<file path="src/rtl/score_display_scan.sv">
// score_display_scan
//   Scans four BCD score digits onto a 4-digit common-anode seven-segment
//   display, showing one digit per scan slot.
//   - The digits are captured once per frame, so a frame never mixes old and
//     new values.
//   - Leading zeros can be blanked.
//   - Each slot begins with an all-anodes-off guard so the previous digit's
//     segments do not ghost onto the next anode.
//   - While blink is high the whole display toggles every BLINK_FRAMES frames.
// Ports:
//   clk, reset_n          clock; asynchronous active-low reset
//   *_place [3:0]         BCD digits (units..thousands)
//   blank_lz              leading-zero blanking enable (sampled live)
//   blink                 blink whole display (game over)
//   an [3:0]              anode enables, active-low, an[0] = units
//   seg [6:0]             cathodes, active-low, {g,f,e,d,c,b,a}
//   frame_start           one-cycle pulse in the first cycle of a new snapshot
module score_display_scan #(
  parameter int SCAN_DIV     = 100000,
  parameter int GUARD        = 16,
  parameter int BLINK_FRAMES = 125
) (
  input  logic       clk,
  input  logic       reset_n,
  input  logic [3:0] units_place,
  input  logic [3:0] tens_place,
  input  logic [3:0] hundreds_place,
  input  logic [3:0] thousands_place,
  input  logic       blank_lz,
  input  logic       blink,
  output logic [3:0] an,
  output logic [6:0] seg,
  output logic       frame_start
);

  localparam int PW = $clog2(SCAN_DIV);
  localparam int FW = (BLINK_FRAMES > 1) ? $clog2(BLINK_FRAMES) : 1;
  localparam logic [PW-1:0] TICK_P    = PW'(SCAN_DIV - 1);
  localparam logic [PW-1:0] GUARD_P   = PW'(GUARD);
  localparam logic [FW-1:0] FCNT_LAST = FW'(BLINK_FRAMES - 1);

  logic [PW-1:0]     presc_q, presc_d;
  logic [1:0]        idx_q, idx_d;
  logic [3:0][3:0]   snap_q, snap_d;   // [3]=thousands .. [0]=units
  logic [FW-1:0]     fcnt_q, fcnt_d;
  logic              phase_q, phase_d;
  logic              fs_q, fs_d;
  logic [3:0]        an_q, an_d;
  logic [6:0]        seg_q, seg_d;
  logic              tick;
  logic              blank;

  function automatic logic [6:0] seg_enc(input logic [3:0] d);
    case (d)
      4'd0:    seg_enc = 7'b1000000;
      4'd1:    seg_enc = 7'b1111001;
      4'd2:    seg_enc = 7'b0100100;
      4'd3:    seg_enc = 7'b0110000;
      4'd4:    seg_enc = 7'b0011001;
      4'd5:    seg_enc = 7'b0010010;
      4'd6:    seg_enc = 7'b0000010;
      4'd7:    seg_enc = 7'b1111000;
      4'd8:    seg_enc = 7'b0000000;
      4'd9:    seg_enc = 7'b0010000;
      default: seg_enc = 7'b0111111;  // non-BCD shows a dash
    endcase
  endfunction

  always_comb begin
    tick    = (presc_q == TICK_P);
    presc_d = tick ? '0 : presc_q + 1'b1;
    idx_d   = tick ? idx_q + 2'd1 : idx_q;

    // Capture on the last cycle of the thousands slot so the new frame
    // starts at index 0 with the fresh snapshot.
    snap_d = snap_q;
    fs_d   = 1'b0;
    if (tick && idx_q == 2'd3) begin
      snap_d = {thousands_place, hundreds_place, tens_place, units_place};
      fs_d   = 1'b1;
    end

    // Counter and phase are pinned to 0 while blink is low, so a fresh
    // blink request always opens with a visible half-period.
    fcnt_d  = fcnt_q;
    phase_d = phase_q;
    if (!blink) begin
      fcnt_d  = '0;
      phase_d = 1'b0;
    end else if (fs_q) begin
      if (fcnt_q == FCNT_LAST) begin
        fcnt_d  = '0;
        phase_d = ~phase_q;
      end else begin
        fcnt_d = fcnt_q + 1'b1;
      end
    end

    // A digit is a leading zero only if it and every higher digit are 0.
    blank = 1'b0;
    case (idx_q)
      2'd3:    blank = (snap_q[3] == 4'd0);
      2'd2:    blank = (snap_q[3] == 4'd0) && (snap_q[2] == 4'd0);
      2'd1:    blank = (snap_q[3] == 4'd0) && (snap_q[2] == 4'd0) && (snap_q[1] == 4'd0);
      default: blank = 1'b0;
    endcase
    blank = blank && blank_lz;

    seg_d = blank ? 7'b1111111 : seg_enc(snap_q[idx_q]);
    an_d  = ~(4'b0001 << idx_q);
    if (presc_q < GUARD_P || (blink && phase_q))
      an_d = 4'b1111;
  end

  always_ff @(posedge clk or negedge reset_n) begin
    if (!reset_n) begin
      presc_q <= '0;
      idx_q   <= '0;
      snap_q  <= '0;
      fcnt_q  <= '0;
      phase_q <= 1'b0;
      fs_q    <= 1'b0;
      an_q    <= 4'b1111;
      seg_q   <= 7'b1111111;
    end else begin
      presc_q <= presc_d;
      idx_q   <= idx_d;
      snap_q  <= snap_d;
      fcnt_q  <= fcnt_d;
      phase_q <= phase_d;
      fs_q    <= fs_d;
      an_q    <= an_d;
      seg_q   <= seg_d;
    end
  end

  assign an          = an_q;
  assign seg         = seg_q;
  assign frame_start = fs_q;

endmodule

</file>
<file path="config.mk">
export PLATFORM = sky130hd
export DESIGN_NAME = score_display_scan
export DESIGN_NICKNAME = d
export VERILOG_FILES = /design/src/rtl/score_display_scan.sv
export SDC_FILE = /design/constraint.sdc
export NUM_CORES = 1
export LEC_CHECK = 0
export ABC_AREA = 1
export CAP_MARGIN = 40
export CORE_MARGIN = 4
export CORE_UTILIZATION = 50
export DETAILED_ROUTE_END_ITERATION = 10
export GPL_ROUTABILITY_DRIVEN = 0
export PLACE_DENSITY_LB_ADDON = 0.25
export SETUP_SLACK_MARGIN = 0.05
export SLEW_MARGIN = 20
export SYNTH_ARGS = -nofsm -noshare
export SYNTH_HDL_FRONTEND = slang
export SYNTH_SLANG_ARGS = --single-unit
</file>
<file path="constraint.sdc">
create_clock -name clk -period 2.1 [get_ports clk]
set_input_delay 0.42 -clock clk [delete_from_list [all_inputs] [get_ports clk]]
set_output_delay 0.42 -clock clk [all_outputs]
set_load 0.01 [all_outputs]
</file>
==> impl_metrics.tcl, run 1 <==
set metrics [dict create \
    crit_path_max_fanout 1 \
    fill_cells 495 \
    drtIter0Drc 125 \
    yosysWarningCount 0 \
    syn_nets 398 \
    die_height_microns 84.5 \
    clockBufferDepth 2 \
    hold_slack_ps 24.8 \
    regToRegStartpoint "idx_q[0]$_DFFE_PN0N_" \
    drv_cap 0 \
    die_x_microns 84.5 \
    hp-class "input port to async pin" \
    yosys.area.top_type_share 0.377 \
    setup_viol_count_final 0 \
    syn_avg_cell_area_sq_um 8.01 \
    most-common-layout-cells "nand2_1 (112), nor2_1 (46), dfrtp_1 (44)" \
    area_growth_pct 16.5 \
    via_per_inst 4.86 \
    dp_hpwl_mm 4.31 \
    overflow 0 \
    ys_seq_area_frac 0.475 \
    crit_slowest_cell "dfstp_2" \
    grt_first_pass_wirelength_mm 9.66 \
    worst_pin_slew_ps 432 \
    io_buffer_count 31 \
    reg2reg_depth 10 \
    grt_max_degree 25 \
    drc_errors 0 \
    met1_usage 0.233 \
    synth_edf_count 0 \
    htree_num_levels 2 \
    antenna_found_initial 0 \
    finalClockSkew_ps 7.41 \
    rows 27 \
    start_kind "register" \
    setup_tns_ps 0 \
    ctsResizeCount 0 \
    n_antenna_cell 0 \
    final_cells 475 \
    cts_tree "yes" \
    rsz0062_at_grt "false" \
    floorplan.initialDensity 0.525 \
    num_vias 2307 \
    p_leak_nw 1.59 \
    fin_crit_sh 0.863 \
    cp_num_buf_inv 1 \
    netlist_area_sq_um 2920 \
    clock_sinks 55 \
    cellPowerDensity_nw_per_um2 509 \
    worstPathCellList "clkdlybuf4s50_1" \
    cts_made_buffers 5 \
    grtUsageMet3 0.0383 \
    synth-seq-cells 55 \
    multi_input_area_sq_um 1330 \
    finalNetCount 435 \
    grtUsageMet2 0.262 \
    reg2reg_slack_ps 410 \
    worstPathArrival_ps 1390 \
    synthTopCellsByArea "dfrtp_1 (38%), nand2_1 (14%), dfstp_2 (9.9%), nand3_1 (6.7%), nor2_1 (5.9%)" \
    slew_violations 0 \
    postCtsHoldBufs 0 \
    end_kind "primary output" \
    final_common_cell "nand2_1" \
    synth_top_cell_by_area "dfrtp_1" \
    post-route-min-period_ps 1810 \
    dpl.cell_count 467 \
    grt-busiest-layer "met2" \
    cp_data_required_time_ps 1680 \
    grt_use_total 0.168 \
    seq_area_sq_um 1390 \
    die_area_sq_um 7140 \
    cts.clk_slew.worst_paths_ps 100 \
    status "finished, final reports clean" \
    hold_viol 0 \
    post_cts_buffers 0 \
    io_pins 32 \
    criticalPathCategory "register to primary output" \
    clk_latency_ps 320 \
    maxSlewHeadroom 0.712 \
    antenna_left 0 \
    synth_cells 365 \
    yosysUniqueCellTypes 27 \
    cts_root_buf "clkbuf_8" \
    fmax_mhz 552 \
    async_flop_share 1.00 \
    drive_above_1_share 0.0993 \
    core_area_sq_um 5570 \
    max_stage_delay_ps 540 \
    r2r_end "seg[5]$_DFF_PN1_" \
    synthFlopType "dfrtp_1" \
    wl_per_cell_microns 11.9 \
    first_pass_iters 4 \
    routed_wl_mm 5.64 \
    max-vdd-ir-drop_mv 0.337 \
    grt_pass1_vias 2147 \
    crit_family "flip-flops" \
]
how the worst max path moves through the flow:
stage / from / end / depth (start not counted)
finish: an[2]$_DFF_PN1_ / an[2] / 1
global route: idx_q[0]$_DFFE_PN0N_ / seg[3]$_DFF_PN1_ / 10
CTS: an[2]$_DFF_PN1_ / an[2] / 1
detailed placement: blink / fcnt_q[5]$_DFFE_PN0P_ / 6
global placement: blink / fcnt_q[5]$_DFFE_PN0P_ / 7
floorplan: idx_q[0]$_DFFE_PN0N_ / seg[3]$_DFF_PN1_ / 9
metal layers:
layer  vias to the layer above  part of all wire  wire length (microns)
li1                       1203                 -                      -
met1                      1056              0.50                   2820
met2                        44              0.45                   2520
met3                         4             0.046                    259
met4                         0            0.0071                     40
met5                         -                 0                      0
sequential cells by signal, indices dropped and copies added, names as in the netlist:
register / flops
an: 4
fcnt_q: 7
frame_start: 1
idx_q: 2
phase_q: 1
presc_q: 17
seg: 7
snap_q: 16
area by class of cell:
class / count / share of cell area
Clock buffer: 5 / 0.0202
Clock inverter: 3 / 0.00698
Inverter: 44 / 0.0499
Multi-Input combinational cell: 263 / 0.391
Sequential cell: 55 / 0.408
Tap cell: 72 / 0.0264
Timing Repair Buffer: 33 / 0.0977
synthesized netlist by cell type (all sizes together), types with 2 or more instances:
library cell / number
buf: 3
dfstp: 11
nand3: 41
nor3: 4
nand4: 3
nand2: 123
xor2: 13
nor2: 48
o21ai: 9
inv: 43
dfrtp: 44
o21bai: 2
nand3b: 3
ha: 13
where the power goes:
part / internal (mW) / switching (mW) / total (mW) / leakage, nW
sequential: 1.06 / 0.00237 / 1.06 / 0.631
combinational: 0.0385 / 0.0352 / 0.0738 / 0.919
clock: 0.239 / 0.358 / 0.597 / 0.0408
total: 1.34 / 0.396 / 1.73 / 1.59
kinds of logic (layout without fill, tap and decap cells):
group / count (synthesis) / count (layout) / synth area share
compound gates: 12 / 12 / 0.0222
simple gates: 224 / 224 / 0.335
xor+xnor: 14 / 14 / 0.0419
buf+inv: 47 / 85 / 0.0693
fa+ha+maj: 13 / 13 / 0.0556
flops: 55 / 55 / 0.475
metrics by stage:
step	setup slack, ps	util	total power, mW	cell area, sq um
final	289	0.611	1.73	3410
after global routing	207	0.611	1.80	3410
after CTS	268	0.611	1.76	3410
after detailed placement	349	0.595	1.16	3310
after global placement	446	0.595	1.16	3310
after floorplan	606	-	1.09	2920
Note: power is estimated with default switching activity, not from simulation.
==> run 2, diff against run 1 <==
--- a/config.mk
+++ b/config.mk
@@ -8,3 +8,3 @@
 export ABC_AREA = 1
-export CAP_MARGIN = 40
+export CAP_MARGIN = 15
 export CORE_MARGIN = 4
@@ -15,3 +15,2 @@
 export SETUP_SLACK_MARGIN = 0.05
-export SLEW_MARGIN = 20
 export SYNTH_ARGS = -nofsm -noshare
==> constraint.sdc (replaced) <==
create_clock -name clk -period 2.1 [get_ports clk]
set_input_delay 0.21 -clock clk [delete_from_list [all_inputs] [get_ports clk]]
set_output_delay 0.21 -clock clk [all_outputs]
set_load 0.01 [all_outputs]
==> run 2 against run 1 <==
First-iteration DRC count grew 32%; critical endpoint is now seg[5]$_DFF_PN1_; critical path depth rose by 9; combinational power grew 0.7%; non-clock buffer count unchanged; worst setup slack improved by 72 ps; final area increased by 0.40%.
==> impl_metrics.tcl, run 2 (same netlist as run 1, synthesis figures left out) <==
set metrics [dict create \
    status "finished, final reports clean" \
    cts_made_buffers 5 \
    die_area_sq_um 7140 \
    die_height_microns 84.5 \
    htree_num_levels 2 \
    end_kind "register" \
    worst_pin_slew_ps 550 \
    num_vias 2350 \
    clock_sinks 55 \
    io_buffer_count 31 \
    drive_above_1_share 0.0943 \
    grt_first_pass_wirelength_mm 10.5 \
    max_stage_delay_ps 590 \
    clk_latency_ps 310 \
    fin_crit_sh 0.828 \
    first_pass_iters 4 \
    dp_hpwl_mm 4.41 \
    ctsResizeCount 0 \
    die_x_microns 84.5 \
    cp_common_cell "nand2_1" \
    dp_slack_ps 389 \
    final_util 0.614 \
    hp-class "input port to async pin" \
    area_growth_pct 17.0 \
    criticalPathCategory "register to register" \
    regMostFlops "presc_q" \
    final_cells 475 \
    regToRegStartpoint "idx_q[0]$_DFFE_PN0N_" \
    total_power_mw 1.80 \
    cp_num_buf_inv 2 \
    max-vdd-ir-drop_mv 0.286 \
    r2r_end "seg[5]$_DFF_PN1_" \
    dpl.cell_count 466 \
    n_antenna_cell 0 \
    hold_viol 0 \
    drv_cap 0 \
    finalClockSkew_ps 5.46 \
    antenna_found_initial 0 \
    antenna_left 0 \
    reg2reg_slack_ps 360 \
    final_common_cell "nand2_1" \
    floorplan.initialDensity 0.525 \
    largest_reg_flops 17 \
    rsz0062_at_grt "false" \
    rows 27 \
    most-common-layout-cells "nand2_1 (112), nor2_1 (46), dfrtp_1 (44)" \
    worst_slack_ps 361 \
    cp_data_required_time_ps 2340 \
    setup_viol_count_final 0 \
    reg_top3 "presc_q (17), snap_q (16)" \
    clockBufferDepth 2 \
    wl_per_cell_microns 12.4 \
    crit_slowest_cell "dfrtp_1" \
    slew_violations 0 \
    maxSlewHeadroom 0.633 \
    drc_errors 0 \
    cellPowerDensity_nw_per_um2 526 \
    grt_use_total 0.179 \
    cts.clk_slew.worst_paths_ps 100 \
    fmax_mhz 575 \
    core_area_sq_um 5570 \
    cts_root_buf "clkbuf_8" \
    worstPathCellList "inv_4 > nand2_1 > nand3_1 > nand2_1 > inv_1 > ha_1 > nand3_1 > nand2_1 > nand2_1 > nand3_1" \
    worstPathArrival_ps 1980 \
    grt_pass1_vias 2356 \
    overflow 0 \
    crit_family "simple AND/OR/NAND/NOR gates" \
    routed_wl_mm 5.90 \
    finalNetCount 435 \
    reg2reg_depth 10 \
    cts_tree "yes" \
    grt_max_degree 33 \
    crit_path_max_fanout 12 \
    setup_tns_ps 0 \
    io_pins 32 \
    via_per_inst 4.95 \
    post-route-min-period_ps 1740 \
    start_kind "register" \
    drtIter0Drc 165 \
    p_leak_nw 1.60 \
]
[run 2: cell types whose count changed in the layout (fill, tap and decap cells not counted)]
| cell | previous run | this run |
|---|---|---|
| clkinvlp_4 | 2 | 0 |
| buf_4 | 1 | 0 |
| clkbuf_1 | 0 | 1 |
| clkbuf_16 | 0 | 1 |
| dlygate4sd3_1 | 0 | 1 |
| inv_4 | 2 | 3 |
| inv_6 | 1 | 0 |
[run 2: how the worst max path moves through the flow]
stage                         startpoint                to  slack (ps)  cells after the start
global route        idx_q[0]$_DFFE_PN0N_  seg[5]$_DFF_PN1_         170                     10
detailed placement  idx_q[0]$_DFFE_PN0N_  seg[5]$_DFF_PN1_         390                     10
floorplan           idx_q[0]$_DFFE_PN0N_  seg[3]$_DFF_PN1_         610                      9
global placement    idx_q[0]$_DFFE_PN0N_  seg[6]$_DFF_PN1_         450                      6
finish              idx_q[0]$_DFFE_PN0N_  seg[5]$_DFF_PN1_         360                     10
CTS                 idx_q[0]$_DFFE_PN0N_  seg[5]$_DFF_PN1_         350                     10
[run 2: where the power goes]
part           internal (mW)  leakage (nW)  switching [mW]
logic                 0.0386         0.919          0.0357
registers               1.06         0.631         0.00250
clock network          0.310        0.0539           0.351
[run 2: worst reg2reg max path, cell delays in order, from the launching register on]
cell     delay [ps]
dfrtp_1         590
inv_4           130
nand2_1         100
nand3_1          70
nand2_1         190
inv_1            90
ha_1            220
nand3_1          80
nand2_1          60
nand2_1          50
nand3_1          70
[run 2: cell type report]
cell class              count  area, sq um
clock buffers               7         97.6
clock inverters             1         6.26
fillers                   521         2150
inverters                  44          170
multi-input cells         263         1330
flip-flops and latches     55         1390
well taps                  72         90.1
repair buffers             33          335
[run 2: timing repair]
item                                   CTS  global route
endpoints found under the hold margin   12             0
hold buffers                             1             0
setup buffers                            0             0
[run 2: metal layers]
metal	vias to the layer above	global-route usage	wire, microns
met5	-	0	0
met3	8	0.0343	248
li1	1204	-	-
met4	0	0.0561	87
met1	1090	0.237	2820
met2	48	0.298	2750
[run 2: metrics by stage]
stage / instance area (sq um) / hold WS, ps
3_3_place_gp: 3310 / 218
2_1_floorplan: 2920 / -85.6
6_report: 3420 / 408
3_5_place_dp: 3310 / 226
4_1_cts: 3420 / 414
5_1_grt: 3420 / 437
